File: config.mk
export PLATFORM = sky130hd
export DESIGN_NAME = player_controller
export DESIGN_NICKNAME = d
export VERILOG_FILES = /design/src/rtl/player_controller.sv
export SDC_FILE = /design/constraint.sdc
export NUM_CORES = 1
export LEC_CHECK = 0
export CAP_MARGIN = 20
export CORE_MARGIN = 5
export CORE_UTILIZATION = 45
export CTS_BUF_LIST = sky130_fd_sc_hd__clkbuf_16
export CTS_CLUSTER_SIZE = 20
export DETAILED_ROUTE_END_ITERATION = 7
export GPL_TIMING_DRIVEN = 0
export PLACE_DENSITY = 0.68
export SETUP_SLACK_MARGIN = 0.15
export SLEW_MARGIN = 20
export SYNTH_ARGS = -nofsm -noshare
export SYNTH_HDL_FRONTEND = slang
export SYNTH_SLANG_ARGS = --single-unit
File: constraint.sdc
create_clock -name pixel_clk_in -period 8.62 [get_ports pixel_clk_in]
set_input_delay 1.293 -clock pixel_clk_in [delete_from_list [all_inputs] [get_ports pixel_clk_in]]
set_output_delay 1.293 -clock pixel_clk_in [all_outputs]
set_load 0.005 [all_outputs]
File: src/rtl/player_controller.sv
// player_controller
// Converts debounced button levels into the sprite position, facing direction
// and player state used by the sprite renderer. Position, direction and state
// change only once per frame, on the cycle after vsync is seen falling. This
// keeps the sprite from tearing mid-frame.
//
// Ports:
//   pixel_clk_in     pixel clock
//   rst_in           synchronous active-high reset
//   vsync_in         VGA vertical sync, active low
//   left_in/right_in/up_in/down_in  direction buttons, level
//   grab_in          grab/drop button, level; a rising level toggles holding
//   chop_in          chop button, level; starts a chop when idle and empty-handed
//   x_out, y_out     sprite top-left position in pixels
//   player_direction 0 left, 1 right, 2 up, 3 down
//   player_state     [1:0] activity (0 idle, 1 walk, 2 chop), [2] holding, [3] zero
//   chop_done_out    one-cycle pulse when a chop runs to completion
module player_controller #(
   parameter int unsigned START_X     = 100,
   parameter int unsigned START_Y     = 100,
   parameter int unsigned SPEED       = 4,
   parameter int unsigned MIN_X       = 32,
   parameter int unsigned MAX_X       = 576,
   parameter int unsigned MIN_Y       = 32,
   parameter int unsigned MAX_Y       = 416,
   parameter int unsigned CHOP_FRAMES = 60
) (
   input  logic        pixel_clk_in,
   input  logic        rst_in,
   input  logic        vsync_in,
   input  logic        left_in,
   input  logic        right_in,
   input  logic        up_in,
   input  logic        down_in,
   input  logic        grab_in,
   input  logic        chop_in,
   output logic [10:0] x_out,
   output logic [9:0]  y_out,
   output logic [1:0]  player_direction,
   output logic [3:0]  player_state,
   output logic        chop_done_out
);

   localparam int unsigned XW = 11;
   localparam int unsigned YW = 10;
   localparam int unsigned PW = 12;   // signed working width for position math
   localparam int unsigned CW = 8;    // chop frame counter width

   localparam logic [1:0] DIR_LEFT  = 2'd0;
   localparam logic [1:0] DIR_RIGHT = 2'd1;
   localparam logic [1:0] DIR_UP    = 2'd2;
   localparam logic [1:0] DIR_DOWN  = 2'd3;

   typedef enum logic [1:0] {
      IDLE = 2'd0,
      WALK = 2'd1,
      CHOP = 2'd2
   } state_t;

   state_t         state_q, state_d;
   logic [XW-1:0]  x_q, x_d;
   logic [YW-1:0]  y_q, y_d;
   logic [1:0]     dir_q, dir_d;
   logic [CW-1:0]  cnt_q, cnt_d;
   logic           hold_q, hold_d;
   logic           grab_q, grab_d;
   logic           done_q, done_d;
   logic           vsync_q;
   logic           frame_tick;

   logic           dir_any;
   logic [1:0]     dir_sel;
   logic signed [PW-1:0] x_ext, y_ext;
   logic signed [PW-1:0] x_step, y_step;
   logic signed [PW-1:0] x_mov, y_mov;
   logic signed [PW-1:0] x_clamp, y_clamp;

   // Direction select: up > down > left > right
   always_comb begin
      dir_any = up_in | down_in | left_in | right_in;
      dir_sel = DIR_RIGHT;
      if (up_in)
         dir_sel = DIR_UP;
      else if (down_in)
         dir_sel = DIR_DOWN;
      else if (left_in)
         dir_sel = DIR_LEFT;
   end

   // Candidate position one step in the selected direction, clamped to the play area
   always_comb begin
      x_ext  = signed'(PW'(x_q));
      y_ext  = signed'(PW'(y_q));
      x_step = '0;
      y_step = '0;
      case (dir_sel)
         DIR_LEFT:  x_step = -signed'(PW'(SPEED));
         DIR_RIGHT: x_step =  signed'(PW'(SPEED));
         DIR_UP:    y_step = -signed'(PW'(SPEED));
         default:   y_step =  signed'(PW'(SPEED));
      endcase
      x_mov = x_ext + x_step;
      y_mov = y_ext + y_step;

      x_clamp = x_mov;
      if (x_mov < signed'(PW'(MIN_X)))
         x_clamp = signed'(PW'(MIN_X));
      else if (x_mov > signed'(PW'(MAX_X)))
         x_clamp = signed'(PW'(MAX_X));

      y_clamp = y_mov;
      if (y_mov < signed'(PW'(MIN_Y)))
         y_clamp = signed'(PW'(MIN_Y));
      else if (y_mov > signed'(PW'(MAX_Y)))
         y_clamp = signed'(PW'(MAX_Y));
   end

   // Next-state logic; everything holds unless this is the frame tick
   always_comb begin
      state_d = state_q;
      x_d     = x_q;
      y_d     = y_q;
      dir_d   = dir_q;
      cnt_d   = cnt_q;
      hold_d  = hold_q;
      grab_d  = grab_q;
      done_d  = 1'b0;

      if (frame_tick) begin
         // Holding toggles on a grab press that was not already held last frame
         grab_d = grab_in;
         hold_d = hold_q ^ (grab_in & ~grab_q);

         // Any direction wins over chop, and also aborts a running chop
         if (dir_any) begin
            state_d = WALK;
            dir_d   = dir_sel;
            x_d     = XW'(x_clamp);
            y_d     = YW'(y_clamp);
            cnt_d   = '0;
         end else begin
            case (state_q)
               IDLE, WALK: begin
                  if (chop_in && !hold_q) begin
                     state_d = CHOP;
                     cnt_d   = CW'(CHOP_FRAMES);
                  end else begin
                     state_d = IDLE;
                  end
               end
               CHOP: begin
                  // Counter at 1 means this tick brings it to zero
                  if (cnt_q <= CW'(1)) begin
                     state_d = IDLE;
                     cnt_d   = '0;
                     done_d  = 1'b1;
                  end else begin
                     cnt_d = cnt_q - CW'(1);
                  end
               end
               default: begin
                  state_d = IDLE;
                  cnt_d   = '0;
               end
            endcase
         end
      end
   end

   // State register plus vsync edge detection
   always_ff @(posedge pixel_clk_in) begin
      if (rst_in) begin
         state_q    <= IDLE;
         x_q        <= XW'(START_X);
         y_q        <= YW'(START_Y);
         dir_q      <= DIR_DOWN;
         cnt_q      <= '0;
         hold_q     <= 1'b0;
         grab_q     <= 1'b0;
         done_q     <= 1'b0;
         vsync_q    <= 1'b1;
         frame_tick <= 1'b0;
      end else begin
         state_q    <= state_d;
         x_q        <= x_d;
         y_q        <= y_d;
         dir_q      <= dir_d;
         cnt_q      <= cnt_d;
         hold_q     <= hold_d;
         grab_q     <= grab_d;
         done_q     <= done_d;
         vsync_q    <= vsync_in;
         // Strobe follows the edge where the sampled vsync goes high to low
         frame_tick <= vsync_q & ~vsync_in;
      end
   end

   assign x_out            = x_q;
   assign y_out            = y_q;
   assign player_direction = dir_q;
   assign player_state     = {1'b0, hold_q, state_q};
   assign chop_done_out    = done_q;

endmodule

# Word level (Yosys, flattened, before mapping)
# Cells that the tools add are included.
# totals
regBits	38
out_inout_bits	28
elab_cells	62
# classes
n_addsub	3
magnitude_cmp	5
eq_ne	6
mux	18
bitwise_logic	10
reduce_logical	10
# op_table
operator	count
12-bit one-hot mux with 2 select lines	2
12-bit by 7-bit less-than comparator with 1-bit output, second input constant	2
8-bit two-way mux	3
11-bit two-way mux	2
10-bit two-way mux	2
8-bit one-hot mux with 2 select lines	1
11-bit by 12-bit adder with 12-bit output	1
12-bit adder	1
12-bit by 10-bit > comparator with 1-bit output, second input constant	1
12-bit by 11-bit > comparator with 1-bit output, second input constant	1
2-bit two-way mux	5
8-bit by 1-bit less-or-equal comparator with 1-bit output, second input constant	1
8-bit by 1-bit subtractor with 8-bit output, second input constant	1
3-bit != test, second input constant	2
2-bit AND reduction	3
2-bit by 1-bit equality test with 1-bit output, second input constant	2
2-bit equality test, second input constant	2
2-bit logical NOT	2
1-bit inverter	4
2-bit one-hot mux with 2 select lines	1
2-bit OR reduction	2
4-bit OR reduction	1
1-bit OR	3
1-bit bitwise AND	2
other kinds (4)	5

# Longest topological paths before layout
# logic_depth
word_depth	10
depth_mapped	12
depth_no_buf	11

# Worst setup path before layout
# Ideal clock, no wire load.
# synth_timing
kind	input -> register
from	input port up_in
to	register y_q[4] (netlist: y_out[4])
t_arrival_ps	3946
t_required_ps	8559
slack_ps	4614
cell_stages	11
n_path_buf	1
path_cell_list	clkbuf_1 -> or2_2 -> ha_1 -> fa_1 -> a21oi_1 -> o21bai_1 -> xor2_1 -> o211a_1 -> or4_1 -> a21oi_1 -> a32o_1
# synth_between
elab_chain_len	8
# synth_rtl
element	line	text
start: declaration	33	input logic up_in,
2-bit two-way mux	82	if (up_in)
2-bit by 1-bit equality test with 1-bit output or 2-bit logical NOT (tied branches)	96	case (dir_sel)
2-bit OR reduction (no source line)	-	
12-bit one-hot mux with 2 select lines	96	
11-bit by 12-bit adder with 12-bit output	103	y_mov = y_ext + y_step;
12-bit by 10-bit > comparator with 1-bit output	114	else if (y_mov > signed'(PW'(MAX_Y)))
10-bit two-way mux	114	
10-bit two-way mux	112	if (y_mov < signed'(PW'(MIN_Y)))
end signal: assignment	175	y_q <= YW'(START_Y);
end signal: assignment	186	y_q <= y_d;
end: declaration	62	logic [YW-1:0] y_q, y_d;
# Several ways; a longest one is shown, not always the timed one.
# A chain may end at the register's enable or synchronous reset.

# Final worst setup path
# Same ends and word-level chain as after synthesis.

==> flow_metrics.py <==
metrics = {
    "synthesis": {
        "synth_compound_area_share_pct": 26.8,
        "muxShareOfSynthArea_pct": 0.397,
        "async_flop_share_pct": 0,
        "netlist_instances": 313,
        "ys.warnings.count": 0,
        "ys_seq_elements": 34,
        "ys_seq_area_share_pct": 27.0,
        "syn_area_per_cell_sq_um": 8.05,
        "synth_area_sq_um": 2520,
        "synthSimpleGateAreaFrac_pct": 26.7,
        "synth_ff_type": "dfxtp_1",
        "synth_adder_area_share_pct": 7.75,
        "synth_cell_types": 74,
        "synth_edf_count": 0,
        "synth_top_family_by_area": "compound AO/OA/AOI/OAI gates",
        "synth_xor_area_share_pct": 4.17,
    },
    "timing": {
        "finClkSkew_ns": 0.00506,
        "final-setup-viol-count": 0,
        "holdWs_ns": 0.407,
        "worstMarginPinSlew_ns": 0.661,
        "hold_viol_final": 0,
        "finalCriticalPeriod_ns": 5.00,
        "fin_crit_sh_pct": 58.0,
        "grt_setup_unrepaired": "no",
        "maxSlewViolCount": 0,
        "tns_ns": 0,
        "max_slew_margin_pct": 55.7,
        "max_freq_mhz": 200,
    },
    "cts": {
        "cts.sinks": 34,
        "cts_buffers": 5,
        "postCtsSetupBuffers": 0,
        "cts.htree.levels": 2,
        "path_clk_slew_ns": 0.05,
        "cts-resized-gates": 0,
        "clk_latency_ns": 0.28,
        "tritoncts": "yes",
        "clock-root-buffer": "clkbuf_16",
        "clockBufferDepth": 2,
        "cts.hold.buffers_added": 0,
    },
    "finish": {
        "area_growth_pct": 22.4,
        "antennaDiodeCount": 0,
        "final_common_cell": "nor2_1",
        "drive_gt1_share_pct": 9.32,
        "final_core_util_pct": 56.3,
        "nets": 378,
        "stdcell_count": 426,
        "layout_common_cells": "35 x nor2_1, 34 x dfxtp_1, 30 x clkdlybuf4s50_1, 19 x a21oi_1, 17 x nand2_1",
    },
    "pwr": {
        "ir_drop_mv": 0.101,
        "cellLeakagePower_nw": 1.17,
        "powerDensity_nw_per_um2": 146,
    },
    "drt": {
        "drtIter0Drc": 132,
        "routed_wl_mm": 6.25,
        "avgRoutedWirePerCell_um": 14.7,
        "dr.pass1.iters": 5,
        "via_count": 2475,
        "routed_via_density": 5.81,
        "ant_nets": 0,
        "drc_errors": 0,
    },
    "hold_path": {
        "hp-class": "reg -> reg",
    },
    "placement": {
        "hpwl_mm": 4.59,
        "placedCellCount": 419,
        "port-buffer-count": 30,
        "gp_congestion": 0.830,
    },
    "global_route": {
        "grt_pass1_vias": 2285,
        "antenna_found_initial": 0,
        "grt_first_pass_wirelength_mm": 10.8,
        "grt_start_max_net_pins": 13,
        "groute.usage.overall_pct": 18.1,
        "gr-total-overflow": 0,
    },
    "critical_path": {
        "worst_setup_path_start_kind": "input port",
        "critPathKind": "in -> reg",
        "path_max_fanout": 12,
        "cp-end-kind": "register",
        "cp.arrival_ns": 5.22,
        "crit_required_ns": 8.84,
    },
    "floorplanning": {
        "initial_core_util_pct": 46.0,
        "coreArea_sq_um": 5470,
        "dieArea_sq_um": 7190,
        "die_w_um": 84.8,
        "rows": 27,
        "die_y_um": 84.8,
        "ios": 37,
    },
    "status": {
        "status": "completed",
    },
    "run": {
        "cap_violations": 0,
    },
}
-- area by class of cell --
cell class / instances / area [sq um]
Inverter: 14 / 53.8
Sequential cell: 34 / 681
Buffer: 22 / 124
Timing Repair Buffer: 30 / 300
Clock buffer: 5 / 125
Multi-Input combinational cell: 247 / 1680
Tap cell: 72 / 90.1
Fill cell: 534 / 2390
Clock inverter: 2 / 33.8
-- Yosys cell counts, types with 6 or more instances --
master / count / area, sq um
nor2_1: 35 / 131
a21oi_1: 19 / 95.1
nand3_1: 9 / 45.0
clkbuf_1: 11 / 41.3
dfxtp_1: 34 / 681
nand2_1: 17 / 63.8
ha_1: 14 / 175
nor3_1: 14 / 70.1
o21ai_1: 6 / 30.0
inv_1: 12 / 45.0
o21ai_0: 11 / 55.1
buf_4: 6 / 45.0
xnor2_1: 8 / 70.1
-- per-stage QoR --
step           total power [W]  cell area (sq um)  worst slack [ns]
5_1_grt               0.000472               3080              3.33
4_1_cts               0.000452               3080              3.66
3_5_place_dp          0.000254               2920              3.38
6_report              0.000450               3080              3.62
3_3_place_gp          0.000253               2920              3.42
2_1_floorplan         0.000228               2530              4.61
-- worst max-delay path, stage by stage --
cell             delay [ns]
clkdlybuf4s50_1        0.81
clkbuf_1               0.38
or2_2                  0.22
ha_1                   0.21
fa_1                   0.26
a21oi_1                0.12
o21a_1                 0.20
o311ai_1               0.50
nor4_1                 0.15
or4_1                  0.49
a21oi_1                0.34
a32o_1                 0.23
-- final timing paths --
check / from / end / slack, ns / cells after the start
setup reg to reg: y_out[2] / y_out[4] / 5.69 / 9
setup / recovery: up_in / y_out[4] / 3.62 / 12
hold reg to reg: vsync_q / frame_tick / 0.41 / 2
hold / removal: vsync_q / frame_tick / 0.41 / 2
-- kinds of logic (layout without fill, tap and decap cells) --
| group | after synthesis | count (layout) |
|---|---|---|
| xor gates and xnor gates | 12 | 12 |
| muxes | 1 | 1 |
| AOI/OAI and AO/OA | 91 | 91 |
| DFF | 34 | 34 |
| buffers and inverters | 36 | 73 |
| and+or+nand+nor | 123 | 123 |
| adders and majority gates | 15 | 15 |
| other | 1 | 5 |
-- registers in the layout (all words and copies together) (netlist names) --
name and cells:
chop_done_out 1, y_out 8, grab_q 1, player_direction 2
vsync_q 1, state_q 2, cnt_q 8, x_out 9
hold_q 1, frame_tick 1
-- routing by layer --
| metal | vias up | GRT usage, % | share of wire [%] |
|---|---|---|---|
| met5 | - | 0 | 0 |
| met4 | 0 | 4.75 | 0.88 |
| met3 | 6 | 4.56 | 6.7 |
| met2 | 97 | 27.5 | 44 |
| met1 | 1137 | 25.5 | 48 |
| li1 | 1235 | - | - |
-- power breakdown --
group	switching [W]	leakage [nW]	internal, W
logic	0.0000477	0.820	0.0000378
registers	0.00000400	0.276	0.000162
clock network	0.0000646	0.0773	0.000134
Note: power is estimated with default switching activity, not from simulation.
